**src/rtl/delay_line_ctrl_if.sv**
```systemverilog
// delay_line_ctrl_if: stream-in, stream-out and block-RAM port signals of the
// delay line controller. The controller connects through the slave modport;
// the environment (source, sink and RAM) drives the master modport.
interface delay_line_ctrl_if #(
  parameter int W = 16,
  parameter int L = 1024
);
  localparam int AW = $clog2(L);

  // input sample stream
  logic          in_valid;
  logic          in_ready;
  logic [W-1:0]  in_data;
  logic [AW-1:0] delay;

  // output sample stream
  logic          out_valid;
  logic          out_ready;
  logic [W-1:0]  out_data;

  // attached block RAM (synchronous read, one clk latency)
  logic [AW-1:0] ram_rd_addr;
  logic [W-1:0]  ram_rd_data;
  logic          ram_wr_ena;
  logic [AW-1:0] ram_wr_addr;
  logic [W-1:0]  ram_wr_data;

  modport master (
    output in_valid, in_data, delay, out_ready, ram_rd_data,
    input  in_ready, out_valid, out_data, ram_rd_addr,
    input  ram_wr_ena, ram_wr_addr, ram_wr_data
  );

  modport slave (
    input  in_valid, in_data, delay, out_ready, ram_rd_data,
    output in_ready, out_valid, out_data, ram_rd_addr,
    output ram_wr_ena, ram_wr_addr, ram_wr_data
  );
endinterface

```
**src/rtl/delay_line_ctrl.sv**
```systemverilog
// delay_line_ctrl: sample delay line built around an external block RAM.
// Each accepted sample walks IDLE -> READ -> WAIT -> WRITE -> IDLE: the delayed
// sample is read from (wr_ptr - delay) mod L, the new sample is written at
// wr_ptr, and the result is held on the output until the sink takes it.
// A fill counter masks RAM locations not yet written since reset, so the
// RAM never needs clearing.
// Optional feature: define ECHO_FEEDBACK_EN to store and output the saturated
// echo sum in + (delayed >>> FB_SHIFT) instead of the plain delay.
module delay_line_ctrl #(
  parameter int W        = 16,
  parameter int L        = 1024,
  parameter int FB_SHIFT = 1
) (
  input  logic            clk,
  input  logic            rst,
  delay_line_ctrl_if.slave bus
);
  localparam int AW = $clog2(L);
  localparam int FW = AW + 1;
  localparam logic [FW-1:0] FILL_MAX = FW'(L);

  // elaboration-time parameter sanity
  if ((L < 2) || ((L & (L - 1)) != 0)) begin : g_bad_depth
    $error("delay_line_ctrl: L must be a power of two >= 2");
  end
  if ((FB_SHIFT < 0) || (FB_SHIFT >= W)) begin : g_bad_fb_shift
    $error("delay_line_ctrl: FB_SHIFT must lie in [0, W-1]");
  end

  typedef enum logic [1:0] {
    IDLE  = 2'd0,
    READ  = 2'd1,
    WAIT  = 2'd2,
    WRITE = 2'd3
  } state_t;

  state_t        state_r;
  state_t        state_s;

  logic [AW-1:0] wr_ptr_r;
  logic [FW-1:0] fill_r;
  logic [W-1:0]  in_data_r;
  logic [AW-1:0] delay_r;
  logic [W-1:0]  result_r;
  logic          out_valid_r;
  logic [W-1:0]  out_data_r;
  logic [AW-1:0] ram_rd_addr_r;
  logic          ram_wr_ena_r;
  logic [AW-1:0] ram_wr_addr_r;
  logic [W-1:0]  ram_wr_data_r;

  logic          in_ready_s;
  logic          accept_s;
  logic [W-1:0]  delayed_s;
  logic [W-1:0]  wr_data_s;
  logic [W-1:0]  result_s;

`ifdef ECHO_FEEDBACK_EN
  // Signed add of two W-bit values, clipped to the W-bit two's complement range.
  function automatic logic [W-1:0] sat_add(input logic [W-1:0] a, input logic [W-1:0] b);
    logic [W:0] sum;
    sum = {a[W-1], a} + {b[W-1], b};
    if (sum[W] != sum[W-1]) begin
      sat_add = sum[W] ? {1'b1, {(W-1){1'b0}}} : {1'b0, {(W-1){1'b1}}};
    end else begin
      sat_add = sum[W-1:0];
    end
  endfunction
`endif

  // A new sample is taken only when idle and the output register is free
  // (or being emptied in this same cycle).
  assign in_ready_s = (state_r == IDLE) && (!out_valid_r || bus.out_ready);
  assign accept_s   = bus.in_valid && in_ready_s;

  assign bus.in_ready    = in_ready_s;
  assign bus.out_valid   = out_valid_r;
  assign bus.out_data    = out_data_r;
  assign bus.ram_rd_addr = ram_rd_addr_r;
  assign bus.ram_wr_ena  = ram_wr_ena_r;
  assign bus.ram_wr_addr = ram_wr_addr_r;
  assign bus.ram_wr_data = ram_wr_data_r;

  // FSM state register
  always_ff @(posedge clk or posedge rst) begin
    if (rst) begin
      state_r <= IDLE;
    end else begin
      state_r <= state_s;
    end
  end

  // FSM next-state: one clk per state once a sample is accepted
  always_comb begin
    state_s = state_r;
    case (state_r)
      IDLE: begin
        if (accept_s) begin
          state_s = READ;
        end else begin
          state_s = IDLE;
        end
      end
      READ:    state_s = WAIT;
      WAIT:    state_s = WRITE;
      WRITE:   state_s = IDLE;
      default: state_s = IDLE;
    endcase
  end

  // Latch sample and delay on acceptance; the read address is registered so
  // it is stable on the RAM port for the whole READ cycle.
  always_ff @(posedge clk or posedge rst) begin
    if (rst) begin
      in_data_r     <= {W{1'b0}};
      delay_r       <= {AW{1'b0}};
      ram_rd_addr_r <= {AW{1'b0}};
    end else if (accept_s) begin
      in_data_r     <= bus.in_data;
      delay_r       <= bus.delay;
      ram_rd_addr_r <= wr_ptr_r - bus.delay;
    end
  end

  // Delayed value: zero delay echoes the current sample, locations not yet
  // written since reset read as silence, otherwise take the RAM data.
  always_comb begin
    delayed_s = {W{1'b0}};
    if (delay_r == {AW{1'b0}}) begin
      delayed_s = in_data_r;
    end else if ({1'b0, delay_r} > fill_r) begin
      delayed_s = {W{1'b0}};
    end else begin
      delayed_s = bus.ram_rd_data;
    end
  end

`ifdef ECHO_FEEDBACK_EN
  logic signed [W-1:0] fb_term_s;
  assign fb_term_s = $signed(delayed_s) >>> FB_SHIFT;
  assign wr_data_s = sat_add(in_data_r, fb_term_s);
  assign result_s  = wr_data_s;
`else
  assign wr_data_s = in_data_r;
  assign result_s  = delayed_s;
`endif

  // Capture the RAM result while it is valid (WAIT) and set up the single
  // write cycle; ram_wr_ena is high exactly during WRITE.
  always_ff @(posedge clk or posedge rst) begin
    if (rst) begin
      ram_wr_ena_r  <= 1'b0;
      ram_wr_addr_r <= {AW{1'b0}};
      ram_wr_data_r <= {W{1'b0}};
      result_r      <= {W{1'b0}};
    end else begin
      ram_wr_ena_r <= (state_r == WAIT);
      if (state_r == WAIT) begin
        ram_wr_addr_r <= wr_ptr_r;
        ram_wr_data_r <= wr_data_s;
        result_r      <= result_s;
      end
    end
  end

  // Advance the write pointer (mod L) and the saturating fill count per write
  always_ff @(posedge clk or posedge rst) begin
    if (rst) begin
      wr_ptr_r <= {AW{1'b0}};
      fill_r   <= {FW{1'b0}};
    end else if (state_r == WRITE) begin
      wr_ptr_r <= wr_ptr_r + {{(AW-1){1'b0}}, 1'b1};
      if (fill_r != FILL_MAX) begin
        fill_r <= fill_r + {{(FW-1){1'b0}}, 1'b1};
      end
    end
  end

  // Output register: loaded at the end of WRITE, held until the sink takes it
  always_ff @(posedge clk or posedge rst) begin
    if (rst) begin
      out_valid_r <= 1'b0;
      out_data_r  <= {W{1'b0}};
    end else if (state_r == WRITE) begin
      out_valid_r <= 1'b1;
      out_data_r  <= result_r;
    end else if (out_valid_r && bus.out_ready) begin
      out_valid_r <= 1'b0;
    end
  end

endmodule

```
**src/flat_wrapper.sv**
```systemverilog
// flat-port wrapper written by rule: the top's interface ports become plain ports
module delay_line_ctrl_flat 
#(
  parameter int W        = 16,
  parameter int L        = 1024,
  parameter int FB_SHIFT = 1
)
  (clk, rst, bus_in_valid, bus_in_data, bus_delay, bus_out_ready, bus_ram_rd_data, bus_in_ready, bus_out_valid, bus_out_data, bus_ram_rd_addr, bus_ram_wr_ena, bus_ram_wr_addr, bus_ram_wr_data);
  delay_line_ctrl_if #(.W(W), .L(L)) bus_i ();
  input  logic clk;
  input  logic rst;
  input wire logic [$bits(bus_i.in_valid)-1:0] bus_in_valid;
  input wire logic [$bits(bus_i.in_data)-1:0] bus_in_data;
  input wire logic [$bits(bus_i.delay)-1:0] bus_delay;
  input wire logic [$bits(bus_i.out_ready)-1:0] bus_out_ready;
  input wire logic [$bits(bus_i.ram_rd_data)-1:0] bus_ram_rd_data;
  output wire logic [$bits(bus_i.in_ready)-1:0] bus_in_ready;
  output wire logic [$bits(bus_i.out_valid)-1:0] bus_out_valid;
  output wire logic [$bits(bus_i.out_data)-1:0] bus_out_data;
  output wire logic [$bits(bus_i.ram_rd_addr)-1:0] bus_ram_rd_addr;
  output wire logic [$bits(bus_i.ram_wr_ena)-1:0] bus_ram_wr_ena;
  output wire logic [$bits(bus_i.ram_wr_addr)-1:0] bus_ram_wr_addr;
  output wire logic [$bits(bus_i.ram_wr_data)-1:0] bus_ram_wr_data;
  assign bus_i.in_valid = bus_in_valid;
  assign bus_i.in_data = bus_in_data;
  assign bus_i.delay = bus_delay;
  assign bus_i.out_ready = bus_out_ready;
  assign bus_i.ram_rd_data = bus_ram_rd_data;
  assign bus_in_ready = bus_i.in_ready;
  assign bus_out_valid = bus_i.out_valid;
  assign bus_out_data = bus_i.out_data;
  assign bus_ram_rd_addr = bus_i.ram_rd_addr;
  assign bus_ram_wr_ena = bus_i.ram_wr_ena;
  assign bus_ram_wr_addr = bus_i.ram_wr_addr;
  assign bus_ram_wr_data = bus_i.ram_wr_data;
  delay_line_ctrl #(.W(W), .L(L), .FB_SHIFT(FB_SHIFT)) u_core (.clk(clk), .rst(rst), .bus(bus_i));
endmodule
```
**config.mk**
```make
export PLATFORM = sky130hd
export DESIGN_NAME = delay_line_ctrl_flat
export DESIGN_NICKNAME = d
export VERILOG_FILES = /design/src/rtl/delay_line_ctrl_if.sv /design/src/rtl/delay_line_ctrl.sv /design/src/flat_wrapper.sv
export SDC_FILE = /design/constraint.sdc
export NUM_CORES = 1
export LEC_CHECK = 0
export BUFFER_PORTS_ARGS = -buffer_cell sky130_fd_sc_hd__buf_2
export CAP_MARGIN = 5
export CELL_PAD_IN_SITES_DETAIL_PLACEMENT = 0
export CELL_PAD_IN_SITES_GLOBAL_PLACEMENT = 2
export CORE_MARGIN = 4
export CORE_UTILIZATION = 39
export CTS_CLUSTER_DIAMETER = 50
export DETAILED_ROUTE_END_ITERATION = 8
export PLACE_DENSITY_LB_ADDON = 0.1
export SYNTH_ARGS = -nofsm -noshare
export SYNTH_HDL_FRONTEND = slang
export SYNTH_SLANG_ARGS = --single-unit
```
**constraint.sdc**
```tcl
create_clock -name clk -period 7.2 [get_ports clk]
set_clock_uncertainty 0.05 [all_clocks]
set_input_delay 0.72 -clock clk [delete_from_list [all_inputs] [get_ports clk]]
set_output_delay 0.72 -clock clk [all_outputs]
set_load 0.05 [all_outputs]
```
# Yosys cells after proc, flatten, opt, wreduce, memory -nomap -nowiden
# Index checks and enable logic that the tools add are counted.
# Widths: inputs -> output; s select.
# classes
eq_ne,4
addsub,3
n_mux,6
magnitude_cmp,1
reduce_logical,9
# op_table
cell,count
$mux 16,2
$add 11x1->11 const B,1
$gt 10x11->1,1
$ne 11x11->1 const B,1
$add 10x1->10 const B,1
$logic_not 10->1,1
$sub 10x10->10,1
$pmux 2 s4,1
$eq 2x2->1 const B,2
$logic_and 1x1->1,3
$mux 1,3
$eq 2x1->1 const B,1
$logic_not 2->1,1
$reduce_and 2->1,1
$reduce_bool 2->1,1
$logic_not 1->1,1
$logic_or 1x1->1,1
# word_totals
elab_cells,35
output_inout_bits,55
ff_bits,119

# Logic depth before layout (Yosys ltp)
# logic_depth
word_depth,6
mapped_depth,8

# Least setup slack after synthesis
# OpenSTA, ideal clock, no wires.
# synth_path
path_kind,register to register
start,reg u_core.delay_r[8]
end,reg u_core.result_r[3]
stages_incl_launch_ff,8
required_ns,7.084
setup_time_ns,0.066
path_slack_ns,4.946
path_buffers,1
arrival_time_ns,2.137
cell_sequence,dfrtp_1 -> ha_1 -> a211oi_1 -> nor3_1 -> or4_4 -> a311oi_4 -> buf_6 -> a221o_1
# synth_between
elab_chain_len,3
elab_cells_between_ends,4
cone_classes,order compare (1); mux (2); reduce/logical (1)
# synth_rtl
item,line,rtl
start: declaration,delay_line_ctrl.sv:43,logic [AW-1:0] delay_r;
start signal: assignment,delay_line_ctrl.sv:116,delay_r <= {AW{1'b0}};
start signal: assignment,delay_line_ctrl.sv:120,delay_r <= bus.delay;
$gt 10x11->1,delay_line_ctrl.sv:131,"end else if ({1'b0, delay_r} > fill_r) begin"
$mux 16,delay_line_ctrl.sv:131,
$mux 16 *,delay_line_ctrl.sv:129,if (delay_r == {AW{1'b0}}) begin
end signal: assignment,delay_line_ctrl.sv:155,result_r <= {W{1'b0}};
end signal: assignment,delay_line_ctrl.sv:161,result_r <= result_s;
end: declaration,delay_line_ctrl.sv:44,logic [W-1:0] result_r;
# Every way passes the cells marked *; elsewhere a longest branch is shown, timed or not.
# A chain may end at the register's enable or synchronous reset.

# Worst setup path after layout
# layout_path
start,reg u_core.state_r[0]
end,reg u_core.result_r[3]
# layout_between
elab_chain_len,1
# layout_rtl
item,line,rtl
start: declaration,delay_line_ctrl.sv:37,state_t state_r;
start signal: assignment,delay_line_ctrl.sv:89,state_r <= state_s;
$eq 2x2->1,delay_line_ctrl.sv:158,if (state_r == WAIT) begin
# Every way passes these cells.

==> results.py <==
metrics = {
    "status": {
        "status": "completed",
    },
    "cells_and_area": {
        "drive_gt1_frac": 0.306,
        "multi_input_area_um2": 2230,
        "postLayoutCoreUtil": 0.497,
        "antenna-diode-count": 0,
        "area_growth_pct": 23.8,
        "finalNetCount": 654,
        "fill_cells": 1292,
        "stdcell_area_um2": 6660,
        "regArea_um2": 2980,
    },
    "routing": {
        "wl_met3_um": 479,
        "top_layer_used": "met4",
        "postRouteAntennaNets": 0,
        "m1WireLength_um": 6290,
        "firstDrtPassIters": 4,
        "wl_per_cell_um": 17.0,
        "vias": 3781,
        "via_per_inst": 4.90,
        "route.met2.wl_um": 6210,
        "drt_iter0_markers": 186,
        "remaining_drc_errors": 0,
        "wirelength_um": 13100,
    },
    "floorplan": {
        "core_area_um2": 13400,
        "die_area_um2": 15700,
        "start_util": 0.402,
        "fp.dieH_um": 125,
        "die_width_um": 125,
        "io-pin-count": 101,
        "rows": 42,
    },
    "global_routing": {
        "track_usage": 0.175,
        "grt.overflow.total": 0,
        "antenna_found_initial": 0,
        "grt_max_degree": 73,
        "grt_pass1_wl_um": 21800,
        "grt_pass1_vias": 3964,
    },
    "clocking": {
        "clk_pin_slew_ns": 0.05,
        "postCtsSetupBuffers": 0,
        "clk_latency_ns": 0.41,
        "cts_buffer_depth": 2,
        "cts-hold-fix-buffers": 0,
        "cts_tree": "yes",
        "htree_levels": 4,
        "cts.sinks": 119,
        "postCtsResizedCells": 0,
        "cts_made_buffers": 17,
        "cts-root-buf": "clkbuf_16",
    },
    "timing": {
        "hold_viol": 0,
        "fmax_mhz": 327,
        "hold_ws_ns": 0.350,
        "setup_viol_count_final": 0,
        "rsz0062_at_grt": "false",
        "post-route-period-util": 0.425,
        "drv_slew": 0,
        "worst_pin_slew_ns": 1.09,
        "post-route-min-period_ns": 3.06,
        "tns_ns": 0,
        "slew_headroom": 0.276,
    },
    "setup_path": {
        "required_ns": 7.50,
        "arrival_ns": 3.36,
        "crit_family": "compound AO/OA/AOI/OAI gates",
        "slowest_delay_ns": 0.90,
        "critPathBufInv": 2,
        "end_kind": "flop",
        "crit_chain": "inv_1 -> ha_2 -> inv_1 -> a311oi_4 -> a221o_1",
        "cp_slowest_cell": "ha_2",
        "critical_path_class": "flop to flop",
        "cp-start-kind": "flop",
        "worstPathMaxFanout": 51,
        "cp_common_cell": "inv_1",
    },
    "power": {
        "ir_drop_mv": 0.290,
        "total_power_mw": 3.46,
        "p_per_area_nw_per_um2": 520,
        "power_leakage_nw": 3.35,
    },
    "logic_synthesis": {
        "synth-main-ff-cell": "dfrtp_1",
        "synth.area.mux_share": 0.0958,
        "syn_nets": 550,
        "synth_cell_types": 41,
        "syn_area_per_cell_um2": 11.3,
        "ys_ff_latch": 119,
        "async_reset_ff_frac": 1.00,
        "synthAdderAreaFrac": 0.0618,
        "yosysWarnings": 0,
        "synth_top_family_by_area": "simple AND/OR/NAND/NOR gates",
        "synth_area_um2": 5380,
        "synth_xor_area_frac": 0.0407,
        "syn-instance-count": 478,
        "synth_compound_area_frac": 0.0851,
        "synth-simple-area-share": 0.130,
        "ys_seq_area_frac": 0.553,
        "synth_edf_count": 0,
    },
    "place": {
        "post-dp-hpwl_um": 9170,
        "numPortBuffers": 100,
        "postPlaceCellArea_um2": 6060,
        "place.gp.congestion": 0.764,
    },
    "worst_hold_path": {
        "worstHoldPathType": "input port to asynchronous set/reset pin",
    },
    "flow_run": {
        "drv_cap": 0,
    },
}
[through the flow]
stage	worst slack, ns	std cells
after detailed placement	4.09	739
after CTS	4.10	771
after floorplan	3.27	478
final	4.14	771
after global placement	4.18	739
after global routing	3.81	771
[cells by family after synthesis]
family,Yosys count
mux,46
fa+ha+maj,26
xor+xnor,25
compound gates,67
flops,119
simple gates,150
buf+inv,45
[Yosys cell counts, drive strengths merged, types with 2 or more instances]
| cell | number | area (um2) |
|---|---|---|
| a221o | 9 | 90.1 |
| nor4 | 4 | 40.0 |
| a21oi | 16 | 80.1 |
| o31ai | 2 | 15.0 |
| nor3 | 3 | 15.0 |
| or4 | 3 | 30.0 |
| mux2i | 2 | 20.0 |
| nand2b | 4 | 25.0 |
| a211oi | 2 | 15.0 |
| a21o | 8 | 60.1 |
| nand3 | 6 | 30.0 |
| ha | 25 | 313 |
| and3 | 13 | 81.3 |
| mux2 | 44 | 495 |
| o311ai | 2 | 17.5 |
| xnor2 | 20 | 175 |
| buf | 4 | 23.8 |
| xor2 | 5 | 43.8 |
| nor2 | 16 | 60.1 |
| nor2b | 2 | 12.5 |
| nand2 | 86 | 323 |
| dfrtp | 119 | 2980 |
| inv | 27 | 101 |
| nand4 | 10 | 62.6 |
| o21ai | 21 | 105 |
| clkbuf | 14 | 52.6 |
[metal layers]
metal  global-route usage  up-vias
met2                0.269       69
met4               0.0536        0
met3               0.0537       10
met1                0.240     1843
met5                    0        -
li1                     -     1859
[placed cells by master, fill, tap and decap left out, types with 3 or more instances in the layout]
| cell type | instances |
|---|---|
| dfrtp_1 | 119 |
| buf_2 | 100 |
| nand2_1 | 86 |
| mux2_2 | 44 |
| inv_1 | 26 |
| ha_1 | 24 |
| o21ai_0 | 21 |
| xnor2_1 | 20 |
| clkbuf_16 | 17 |
| a21oi_1 | 16 |
| nor2_1 | 16 |
| and3_1 | 13 |
| nand4_1 | 10 |
| a221o_1 | 9 |
| a21o_1 | 8 |
| xor2_1 | 5 |
| nand3_1 | 5 |
| nand2b_1 | 4 |
| clkbuf_1 | 4 |
| nor3_1 | 3 |
| nor4_1 | 3 |
| clkinv_2 | 3 |
| bufinv_16 | 3 |
| clkbuf_8 | 3 |
| buf_4 | 3 |
[worst register-to-register path, cell delays in order (launching register included)]
cell,delay [ns]
dfrtp_1,0.37
inv_1,0.09
ha_2,0.90
inv_1,0.54
a311oi_4,0.80
a221o_1,0.26
[registers in the layout, indices dropped and copies added (netlist names)]
name and count:
u_core.bus.ram_wr_data 16, u_core.in_data_r 16, u_core.bus.ram_wr_ena 1, u_core.delay_r 10, u_core.fill_r 11, u_core.bus.ram_wr_addr 10, u_core.result_r 16, u_core.bus.out_data 16
u_core.bus.out_valid 1, u_core.wr_ptr_r 10, u_core.bus.ram_rd_addr 10, u_core.state_r 2
[report_power, final]
group	leakage [nW]	internal [mW]	switching [mW]
sequential	1.51	0.945	0.200
clock	0.290	0.570	0.294
combinational	1.55	0.495	0.957
total	3.35	2.01	1.45
[worst paths after layout]
kind | start | depth (start not counted) | slack [ns] | endpoint
worst min-delay path | rst | 2 | 0.35 | u_core.bus.out_data[10]
max in group asynchronous | rst | 3 | 5.42 | u_core.in_data_r[9]
min in group clk | u_core.bus.ram_rd_addr[5] | 2 | 0.43 | u_core.bus.ram_rd_addr[5]
worst max-delay path | u_core.state_r[0] | 5 | 4.14 | u_core.result_r[3]
worst min register to register | u_core.bus.ram_rd_addr[5] | 2 | 0.43 | u_core.bus.ram_rd_addr[5]
worst max register to register | u_core.state_r[0] | 5 | 4.14 | u_core.result_r[3]
[final cells by class]
class	instances	share of cell area
tap	176	0.0331
multi-input combinational	314	0.335
inverter	27	0.0156
timing repair buffer	103	0.0785
clock inverter	8	0.0180
clock buffer	24	0.0723
sequential	119	0.447
(Power assumes the default switching activity.)
